**config.mk**
```make
export PLATFORM = sky130hd
export DESIGN_NAME = oka_seq_ctrl
export DESIGN_NICKNAME = d
export VERILOG_FILES = /design/src/rtl/oka_pkg.sv /design/src/rtl/oka_half_clmul.sv /design/src/rtl/oka_seq_ctrl.sv
export SDC_FILE = /design/constraint.sdc
export NUM_CORES = 1
export LEC_CHECK = 0
export ABC_AREA = 1
export BUFFER_PORTS_ARGS = -buffer_cell sky130_fd_sc_hd__clkbuf_2
export CORE_UTILIZATION = 59
export DETAILED_ROUTE_END_ITERATION = 8
export MAX_ROUTING_LAYER = met4
export PLACE_DENSITY = 0.8
export SLEW_MARGIN = 30
export SYNTH_ARGS = -nofsm -noshare
export SYNTH_HDL_FRONTEND = slang
export SYNTH_HIERARCHICAL = 1
export SYNTH_SLANG_ARGS = --single-unit
```
**constraint.sdc**
```tcl
create_clock -name clk -period 2.8 [get_ports clk]
set_input_delay 0.28 -clock clk [delete_from_list [all_inputs] [get_ports clk]]
set_output_delay 0.28 -clock clk [all_outputs]
set_load 0.03 [all_outputs]
```
**src/rtl/oka_pkg.sv**
```systemverilog
// Shared definitions for the iterative overlap-free Karatsuba carry-less
// multiplier.
//   oka_state_t : FSM state encoding (3 bits)
//   prod_w()    : product width helper, 2*W-1 for a W-bit operand pair
package oka_pkg;

    typedef enum logic [2:0] {
        IDLE = 3'd0,
        MUL0 = 3'd1,
        MUL1 = 3'd2,
        MUL2 = 3'd3,
        DONE = 3'd4
    } oka_state_t;

    function automatic int prod_w(input int w);
        return 2 * w - 1;
    endfunction

endpackage

```
**src/rtl/oka_half_clmul.sv**
```systemverilog
// Purely combinational H x H carry-less (GF(2)[x]) multiplier.
// Schoolbook AND/XOR array; this is the single multiplier that the
// sequencer time-shares across the three Karatsuba partial products.
// Ports:
//   a, b : H-bit operands, bit i = coefficient of x^i
//   y    : (2H-1)-bit carry-less product
module oka_half_clmul #(
    parameter int H = 8
) (
    input  logic [H-1:0]   a,
    input  logic [H-1:0]   b,
    output logic [2*H-2:0] y
);

    always_comb begin
        y = '0;
        for (int i = 0; i < H; i++) begin
            for (int j = 0; j < H; j++) begin
                y[i+j] = y[i+j] ^ (a[i] & b[j]);
            end
        end
    end

endmodule

```
**src/rtl/oka_seq_ctrl.sv**
```systemverilog
// Iterative overlap-free Karatsuba carry-less multiplier.
// One shared H x H multiplier computes z0 (low halves), z2 (high halves)
// and the middle product m (half-sums) over three cycles; the product is
// assembled with XOR on the third compute cycle and held until taken.
// Ports:
//   clk, rst             : clock, synchronous active-high reset
//   in_valid/in_ready, a, b    : operand handshake (W-bit operands)
//   out_valid/out_ready, y     : product handshake ((2W-1)-bit product)
//   busy                 : high whenever the FSM is not in IDLE
module oka_seq_ctrl
    import oka_pkg::*;
#(
    parameter int W = 16
) (
    input  logic                  clk,
    input  logic                  rst,
    input  logic                  in_valid,
    output logic                  in_ready,
    input  logic [W-1:0]          a,
    input  logic [W-1:0]          b,
    output logic                  out_valid,
    input  logic                  out_ready,
    output logic [prod_w(W)-1:0]  y,
    output logic                  busy
);

    localparam int H  = W / 2;
    localparam int PW = prod_w(W);
    localparam int HW = 2 * H - 1;   // half-product width

    oka_state_t     state, state_nxt;
    logic [W-1:0]   ra, rb;
    logic [HW-1:0]  z0, z2;
    logic [H-1:0]   ma, mb;
    logic [HW-1:0]  m;
    logic [HW-1:0]  mid;
    logic [PW-1:0]  y_comb;

    // ---------------- state register ----------------
    always_ff @(posedge clk) begin
        if (rst) state <= IDLE;
        else     state <= state_nxt;
    end

    // ---------------- next-state logic ----------------
    always_comb begin
        state_nxt = state;
        case (state)
            IDLE:    if (in_valid && in_ready) state_nxt = MUL0;
            MUL0:    state_nxt = MUL1;
            MUL1:    state_nxt = MUL2;
            MUL2:    state_nxt = DONE;
            DONE:    if (out_valid && out_ready) state_nxt = IDLE;
            default: state_nxt = IDLE;
        endcase
    end

    // ---------------- outputs / multiplier operand mux ----------------
    // The mux parks at zero outside the compute states so the shared
    // multiplier array does not toggle while idle or holding a result.
    always_comb begin
        in_ready = (state == IDLE) && !rst;
        busy     = (state != IDLE);
        ma       = '0;
        mb       = '0;
        case (state)
            MUL0: begin
                ma = ra[H-1:0];
                mb = rb[H-1:0];
            end
            MUL1: begin
                ma = ra[W-1:H];
                mb = rb[W-1:H];
            end
            MUL2: begin
                ma = ra[H-1:0] ^ ra[W-1:H];
                mb = rb[H-1:0] ^ rb[W-1:H];
            end
            default: ;
        endcase
    end

    oka_half_clmul #(.H(H)) u_mul (
        .a (ma),
        .b (mb),
        .y (m)
    );

    // Middle term z1 = m ^ z0 ^ z2 sits at x^H, z2 at x^W; the regions
    // overlap with z0/z2 and are merged by XOR (no carries in GF(2)).
    assign mid    = m ^ z0 ^ z2;
    assign y_comb = {{(PW-HW){1'b0}}, z0}
                  ^ ({{(PW-HW){1'b0}}, mid} << H)
                  ^ ({{(PW-HW){1'b0}}, z2}  << W);

    // ---------------- datapath registers ----------------
    always_ff @(posedge clk) begin
        if (rst) begin
            ra        <= '0;
            rb        <= '0;
            z0        <= '0;
            z2        <= '0;
            y         <= '0;
            out_valid <= 1'b0;
        end else begin
            case (state)
                IDLE: if (in_valid && in_ready) begin
                    ra <= a;
                    rb <= b;
                end
                MUL0: z0 <= m;
                MUL1: z2 <= m;
                MUL2: begin
                    y         <= y_comb;
                    out_valid <= 1'b1;
                end
                DONE: if (out_ready) out_valid <= 1'b0;
                default: ;
            endcase
        end
    end

endmodule

```
==> flow_metrics.env <==
export IMPL_status="finished, final reports clean"
export IMPL_dieWidth_um=102
export IMPL_n_fill_cell=915
export IMPL_p_sw_mw=0.970
export IMPL_place_worst_setup_slack_ns=0.249
export IMPL_synth_simple_area_share=0.393
export IMPL_p_int_mw=2.14
export IMPL_drv_slew=0
export IMPL_nets=1024
export IMPL_worstPathMaxFanout=12
export IMPL_fp_coreArea_um2=9730
export IMPL_clk_path_buf_depth=2
export IMPL_r2r_end="y[13]"
export IMPL_relSlewSlack=0.467
export IMPL_grt_pass1_vias=4925
export IMPL_cts_hold_buf=0
export IMPL_rsz0062_at_grt="no"
export IMPL_cp_common_cell="nand2_1"
export IMPL_hold_class="primary input to register"
export IMPL_critPathTopFamily="simple AND/OR/NAND/NOR gates"
export IMPL_ys_ff_latch=97
export IMPL_finalHoldViolCount=0
export IMPL_initial_core_util=0.604
export IMPL_final_cell_mix="nand2_1 (347), nand3_1 (110), dfxtp_1 (96)"
export IMPL_ys_seq_area_frac=0.331
export IMPL_clkLatencyLatePin_ns=0.38
export IMPL_power_frac_clock=0.301
export IMPL_synth_compound_area_share=0.0978
export IMPL_syn_nets=987
export IMPL_diodes=0
export IMPL_dpl_cell_area_um2=6100
export IMPL_overflow=0
export IMPL_clock_sinks=97
export IMPL_detail_route_wl_per_cell_um=11.4
export IMPL_worst_path_max_delay_cell="dfxtp_2"
export IMPL_clk_pin_slew_ns=0.09
export IMPL_worst_slew_pin_slew_ns=0.797
export IMPL_yosysUniqueCellTypes=23
export IMPL_grt_pass1_wl_um=21700
export IMPL_muxShareOfSynthArea=0
export IMPL_path_cells="nor2_4, nand2_1, buf_4, o21ai_1, nand2_1, nand2_1, nand2_1, xor2_1, nand3b_1, nand2_1, inv_1, nand2_1, nand2_1, nand2_1, nand3_1, nand2_1, inv_1"
export IMPL_htreeDepth=3
export IMPL_layout_commonest_cell="nand2_1"
export IMPL_critPathKind="register to register"
export IMPL_dieArea_um2=10400
export IMPL_finalWirelength_um=12800
export IMPL_route_detailed_drc=0
export IMPL_fin_area_um2=6350
export IMPL_cts_root_buf="clkbuf_8"
export IMPL_synth_xor_area_frac=0.0567
export IMPL_viasPerCell=5.06
export IMPL_maxCapViolations=0
export IMPL_crit_required_ns=3.09
export IMPL_drt_iter0_drc=345
export IMPL_combPwrFrac=0.194
export IMPL_grt_max_degree=81
export IMPL_antenna_found_initial=0
export IMPL_cts_setup_buffers=0
export IMPL_finalSetupViolations=0
export IMPL_fmax_mhz=410
export IMPL_fin_ws_ns=0.361
export IMPL_critPathMaxStageDelay_ns=0.38
export IMPL_io_buffers=69
export IMPL_period_needed_ns=2.44
export IMPL_min_from="a[8]"
export IMPL_rows=36
export IMPL_min_path_cells=3
export IMPL_r2r_start="state[2]"
export IMPL_io_pins=70
export IMPL_skew_ns=0.0162
export IMPL_worstPathBufferInverterCount=3
export IMPL_crit_path_start_kind="register"
export IMPL_fin_crit_sh=0.871
export IMPL_areaGrowthSynthToFinish_pct=8.18
export IMPL_cellLeakagePower_nw=3.14
export IMPL_syn_area_per_cell_um2=6.17
export IMPL_arrival_ns=2.73
export IMPL_grt_use_total=0.272
export IMPL_dp_hpwl_um=9040
export IMPL_synth_cells=951
export IMPL_synth_top_family_by_area="simple AND/OR/NAND/NOR gates"
export IMPL_globalplace_congestion=0.862
export IMPL_antenna_left=0
export IMPL_yosysWarningCount=6
export IMPL_dr_total_vias=5694
export IMPL_dr_pass1_iters=5
export IMPL_r2r_slack_ns=0.36
export IMPL_p_sw_frac=0.312
export IMPL_r2r_cells=17
export IMPL_drive_gt1_frac=0.132
export IMPL_setup_tns_ns=0
export IMPL_fp_dieH_um=102
export IMPL_cts_tree="done"
export IMPL_cts_buffers=9
export IMPL_synthAdderAreaFrac=0
export IMPL_synth_area_um2=5870
export IMPL_hold_path_endpoint="ra[8]"
export IMPL_p_seq_frac=0.505
export IMPL_cp_end_kind="register"
export IMPL_powerDensity_nw_per_um2=489
export IMPL_peakVddDrop_v=0.000237
[cell type report]
class                      count  area [um2]  share of cell area
multi-input combinational    708        3270               0.515
sequential                    97        1940               0.306
timing repair buffer          80         428              0.0674
inverter                      92         345              0.0544
tap                          133         166              0.0262
clock buffer                  13         159              0.0250
clock inverter                 2        37.5             0.00591
[worst max-delay path by stage]
stage / from / end / cells past startpoint
finish: state[2] / y[13] / 17
global route: state[2] / y[13] / 17
global placement: state[2] / y[14] / 20
CTS: state[2] / y[11] / 16
detailed placement: state[2] / y[11] / 16
floorplan: state[0] / y[10] / 18
[power by group through the flow]
| stage | Clock [mW] | Combinational (mW) | Sequential [mW] |
|---|---|---|---|
| 5_1_grt | 1.01 | 0.696 | 1.59 |
| 6_report | 0.935 | 0.603 | 1.57 |
| 4_1_cts | 0.953 | 0.597 | 1.57 |
| 3_3_place_gp | 0 | 0.585 | 1.60 |
| 2_1_floorplan | 0 | 0.461 | 1.61 |
| 3_5_place_dp | 0 | 0.594 | 1.60 |
[kinds of logic after synthesis]
group / Yosys count
AND/OR/NAND/NOR: 556
buffers and inverters: 146
XOR/XNOR: 38
flip-flops: 97
AO/OA/AOI/OAI: 114
[sequential cells by signal (all words and copies together), names as in the netlist]
name	flops
y	31
ra	16
rb	16
z0	15
z2	15
state	3
out_valid	1
[cell usage after synthesis, drive strengths merged]
cell type / n / area share
nand4: 1 / 0.0021
dfxtp: 97 / 0.33
xnor2: 18 / 0.027
nand3b: 4 / 0.0051
nand2: 374 / 0.24
clkinv: 1 / 0.00064
a21oi: 50 / 0.043
nor2: 67 / 0.048
xor2: 20 / 0.030
buf: 42 / 0.055
o21ai: 63 / 0.054
nand3: 110 / 0.094
clkbuf: 12 / 0.0079
inv: 91 / 0.058
o2111ai: 1 / 0.0015
[timing repair]
item,CTS,global route
hold endpoints to repair,0,0
gates resized for setup,0,18
endpoints found under the setup margin,0,10
[metrics by stage]
stage | hold slack, ns | std cells | util | power, mW
after detailed placement | 0.472 | 1110 | 0.627 | 2.19
after floorplan | 0.418 | 951 | - | 2.08
after CTS | 0.111 | 1125 | 0.647 | 3.12
final | 0.117 | 1125 | 0.653 | 3.11
after global routing | 0.126 | 1125 | 0.653 | 3.29
after global placement | 0.472 | 1110 | 0.627 | 2.18
[per-layer routing]
layer / up-vias / global-route usage / routed length, um
met5: - / - / 0
met2: 140 / 0.449 / 6040
li1: 3030 / - / -
met1: 2509 / 0.333 / 6080
met4: 0 / 0.117 / 246
met3: 15 / 0.0359 / 481
[worst register-to-register path, cell delays in order, from the launching register on]
cell	delay [ns]
dfxtp_2	0.38
nor2_4	0.15
nand2_1	0.14
buf_4	0.21
o21ai_1	0.09
nand2_1	0.07
nand2_1	0.26
nand2_1	0.11
xor2_1	0.19
nand3b_1	0.16
nand2_1	0.13
inv_1	0.07
nand2_1	0.06
nand2_1	0.04
nand2_1	0.05
nand3_1	0.09
nand2_1	0.09
inv_1	0.03
(Power assumes the default switching activity.)
